==> src/rtl/k_sync_fifo_t2.sv <==
// +----------------------------------------------------------------------------+
// | Module   : k_sync_fifo_t2                                                  |
// | Purpose  : single-clock first-word-fall-through FIFO with occupancy count, |
// |            almost-full/almost-empty flags.                                 |
// |            Define K_SFIFO_ERR_EN to add sticky ovf/udf flags and err_clr.  |
// | Revision : 1.0  initial release                                            |
// +----------------------------------------------------------------------------+
`default_nettype none

module k_sync_fifo_t2 #(
  parameter int data_size  = 8,
  parameter int addr_size  = 2,
  parameter int afull_lvl  = 3,
  parameter int aempty_lvl = 1
) (
  input  logic                 clk,
  input  logic                 rst_n,
  input  logic [data_size-1:0] wdata,
  input  logic                 wput,
  output logic                 wrdy,
  output logic [data_size-1:0] rdata,
  input  logic                 rget,
  output logic                 rrdy,
  output logic [addr_size:0]   count,
  output logic                 afull,
  output logic                 aempty
`ifdef K_SFIFO_ERR_EN
  ,
  input  logic                 err_clr,
  output logic                 ovf,
  output logic                 udf
`endif
);

  localparam int                 c_depth  = 1 << addr_size;
  localparam logic [addr_size:0] c_one    = {{addr_size{1'b0}}, 1'b1};
  localparam logic [addr_size:0] c_afull  = afull_lvl[addr_size:0];
  localparam logic [addr_size:0] c_aempty = aempty_lvl[addr_size:0];

  logic [data_size-1:0] r_mem [c_depth];
  logic [addr_size:0]   r_wptr;
  logic [addr_size:0]   r_rptr;
  logic [addr_size:0]   r_count;
  logic                 w_full;
  logic                 w_empty;
  logic                 w_wr_en;
  logic                 w_rd_en;

  // Flags come from the pointers only, so wput/rget never feed back into wrdy/rrdy.
  assign w_full  = (r_wptr[addr_size] != r_rptr[addr_size]) &&
                   (r_wptr[addr_size-1:0] == r_rptr[addr_size-1:0]);
  assign w_empty = (r_wptr == r_rptr);
  assign wrdy    = ~w_full;
  assign rrdy    = ~w_empty;
  assign w_wr_en = wput & wrdy;
  assign w_rd_en = rget & rrdy;

  assign rdata  = r_mem[r_rptr[addr_size-1:0]];
  assign count  = r_count;
  assign afull  = (r_count >= c_afull);
  assign aempty = (r_count <= c_aempty);

  // Storage is intentionally left out of reset.
  always_ff @(posedge clk) begin
    if (w_wr_en) begin
      r_mem[r_wptr[addr_size-1:0]] <= wdata;
    end
  end

  always_ff @(posedge clk or negedge rst_n) begin
    if (!rst_n) begin
      r_wptr  <= '0;
      r_rptr  <= '0;
      r_count <= '0;
    end else begin
      if (w_wr_en) begin
        r_wptr <= r_wptr + c_one;
      end
      if (w_rd_en) begin
        r_rptr <= r_rptr + c_one;
      end
      if (w_wr_en && !w_rd_en) begin
        r_count <= r_count + c_one;
      end else if (w_rd_en && !w_wr_en) begin
        r_count <= r_count - c_one;
      end
    end
  end

`ifdef K_SFIFO_ERR_EN
  logic r_ovf;
  logic r_udf;

  assign ovf = r_ovf;
  assign udf = r_udf;

  // A new error event in the same cycle as err_clr keeps the flag set.
  always_ff @(posedge clk or negedge rst_n) begin
    if (!rst_n) begin
      r_ovf <= 1'b0;
      r_udf <= 1'b0;
    end else begin
      r_ovf <= (wput & ~wrdy) | (r_ovf & ~err_clr);
      r_udf <= (rget & ~rrdy) | (r_udf & ~err_clr);
    end
  end
`endif

endmodule

`default_nettype wire
==> config.mk <==
export PLATFORM = sky130hd
export DESIGN_NAME = k_sync_fifo_t2
export DESIGN_NICKNAME = d
export VERILOG_FILES = /design/src/rtl/k_sync_fifo_t2.sv
export SDC_FILE = /design/constraint.sdc
export NUM_CORES = 1
export LEC_CHECK = 0
export CORE_MARGIN = 2
export CORE_UTILIZATION = 45
export CTS_BUF_LIST = sky130_fd_sc_hd__clkbuf_8
export DETAILED_ROUTE_END_ITERATION = 6
export PLACE_DENSITY_LB_ADDON = 0.15
export SYNTH_ARGS = -nofsm -noshare
export SYNTH_HDL_FRONTEND = slang
export SYNTH_SLANG_ARGS = --single-unit
==> constraint.sdc <==
create_clock -name clk -period 5 [get_ports clk]
set_input_delay 1.25 -clock clk [delete_from_list [all_inputs] [get_ports clk]]
set_output_delay 1.25 -clock clk [all_outputs]
set_load 0.01 [all_outputs]
==> impl_metrics.ini <==
[timing]
clock_skew_ns = 0.004745
drv_slew = 0
fmax_mhz = 282.7
max-slew-margin-rel_pct = 46.95
tns_ns = 0
tightest_slew_ns = 0.7957
hold_viol_final = 0
fin_crit_sh_pct = 70.75
period_minus_slack_ns = 3.537
rsz0062_at_grt = no
finalSetupViolations = 0
hold-worst-slack_ns = 0.5441

[layout]
fill_cells = 310
drive_gt1_share_pct = 13.61
diodes = 0
final_cells = 197
nets = 168
syn_to_final_growth_pct = 22.97
regArea_mm2 = 0.001186
multi_input_area_um2 = 648.1

[placement]
dp_cells = 189
detailed_place_hpwl_mm = 2.185
io_buffers = 26
globalplace.congestion = 0.8517

[die]
dieHeight_um = 68.63
rows = 23
dieArea_mm2 = 0.004709
ios = 27
initial_utilization_pct = 46.98
die_w_um = 68.63
core-area_mm2 = 0.004000

[clocking]
clock_sinks = 41
cts_hold_buf = 0
cts_buffers = 5
htree_levels = 2
clk_pin_slew_ns = 0.07
cts_tree = done
cts_resized = 0
root_buffer = clkbuf_8
clk_latency_ns = 0.28
clock_path_buffers = 2
postCtsSetupBuffers = 0

[power]
finalPower_uw = 1483
p_sw_uw = 507.9
power.internal_uw = 975.3
p_seq_share_pct = 38.8
combinationalPowerShare_pct = 43.0
power.density_mw_per_mm2 = 641.8
clock_power_share_pct = 18.2
ir_drop_mv = 0.3673
swShare_pct = 34.24
leakage_uw = 0.0008416

[drt]
via_per_inst = 5.264
drt-pass1-iter-count = 4
initialDrtViolationCount = 25
wl_per_cell_um = 15.57
drc = 0
antenna_left = 0
finalWirelength_mm = 3.068
num_vias = 1037

[setup_path]
required_ns = 3.75
crit_arrival_ns = 2.29
start_kind = flop
crit_fanout = 12
r2r_cells = 7
path_class = reg -> out
endpoint_kind = output pin

[logic_synthesis]
post_synth.cell_area_avg_um2 = 16.34
yosys_warnings = 0
synth_cells = 115
synth-seq-cells = 41
synth.distinct_cells = 25
mappedNetlistNets = 137
synth_area_mm2 = 0.001879
yosysSeqAreaShare_pct = 63.12

[hold_path]
min_path_type = reg -> reg
whs_path_depth = 2

[global_route]
grt_max_degree = 14
grt_pass1_vias = 1063
grt_pass1_wl_mm = 4.871
antenna_found_initial = 0
overflow = 0
track_usage_pct = 14.99

[job]
maxCapViolations = 0

[status]
status = completed
## cell type report
cell class              count  share of cell area, %
clock buffers               6                  3.573
multi-input cells          63                  28.05
repair buffers             26                  11.26
well taps                  50                  2.707
clock inverters             2                  1.624
inverters                   9                  1.462
flip-flops and latches     41                  51.33
## power by group through the flow
stage	Sequential (uW)	Combinational [uW]	Clock, uW
2_1_floorplan	542	433	0
3_3_place_gp	582	630	0
3_5_place_dp	588	641	0
4_1_cts	580	644	278
5_1_grt	593	702	289
6_report	575	638	270
## per-layer routing
metal / wire, um / global-route usage (%)
met4: 39 / 7.750
met3: 108 / 3.571
met5: 0 / 0
met2: 1584 / 24.28
met1: 1335 / 18.72
## critical path, stage by stage (launching register included)
cell and delay (ns):
dfrtp_1 0.86, xor2_4 0.23, or3_4 0.43, clkdlybuf4s50_1 0.49
## placed cells by master (no fill, tap or decap)
cell type / instances
edfxtp_1: 32
o31ai_2: 1
clkbuf_8: 6
o2111ai_1: 1
a211oi_1: 2
nor3b_1: 2
ha_1: 10
clkinvlp_4: 1
mux4_2: 8
xor2_4: 2
nand3_1: 2
o21ai_0: 3
bufinv_16: 1
nand2_1: 3
clkdlybuf4s50_1: 26
and3_1: 3
or3_4: 1
or3_1: 2
a21oi_1: 7
xor2_1: 3
o31ai_1: 3
nand2b_1: 2
dfrtp_1: 9
inv_1: 9
xnor2_1: 5
o311a_1: 1
nor2_1: 2
## cell families after synthesis
group	Yosys count	synth area share, %
fa+ha+maj	10	6.658
mux	8	9.587
simple gates	17	5.259
buf+inv	11	2.397
xor+xnor	10	6.658
compound gates	18	6.324
flops	41	63.12
## synthesized netlist by cell type
cell        n  area (um2)
xor2_1      3       26.28
mux4_2      8       180.2
o31ai_2     1       12.51
nor2_1      2       7.510
o311a_1     1       10.01
a21oi_1     7       35.03
or3_1       2       12.51
o31ai_1     3       22.52
ha_1       10       125.1
a211oi_1    2       15.01
clkbuf_1    1       3.750
and3_1      3       18.77
nand3_1     2       10.01
xnor2_1     5       43.79
edfxtp_1   32       960.9
or3_4       1       11.26
nor3b_1     2       15.01
o21ai_0     3       15.01
nand2b_1    2       12.51
buf_4       1       7.510
dfrtp_1     9       225.2
xor2_4      2       55.05
o2111ai_1   1       8.760
inv_1       9       33.78
nand2_1     3       11.26
## state kept, by name, indices dropped and copies added (netlist names)
signal	count
r_mem	32
r_wptr	3
count	3
r_rptr	3
## worst paths after layout
path | endpoint | slack, ns | start
hold reg to reg | count[1] | 0.54 | count[1]
max in group asynchronous | r_wptr[1] | 3.45 | rst_n
setup reg to reg | count[2] | 2.51 | r_rptr[0]
setup / recovery | wrdy | 1.46 | r_rptr[0]
min in group asynchronous | r_wptr[0] | 1.26 | rst_n
hold / removal | count[1] | 0.54 | count[1]
## per-stage QoR
step | setup WS, ns | cell area, um2 | util, %
floorplan | 2.516 | 1879 | -
global placement | 1.706 | 2191 | 54.77
detailed placement | 1.722 | 2191 | 54.77
CTS | 1.388 | 2311 | 57.77
global route | 1.303 | 2311 | 57.77
finish | 1.463 | 2311 | 57.77
Power figures use the tool's default switching activity.
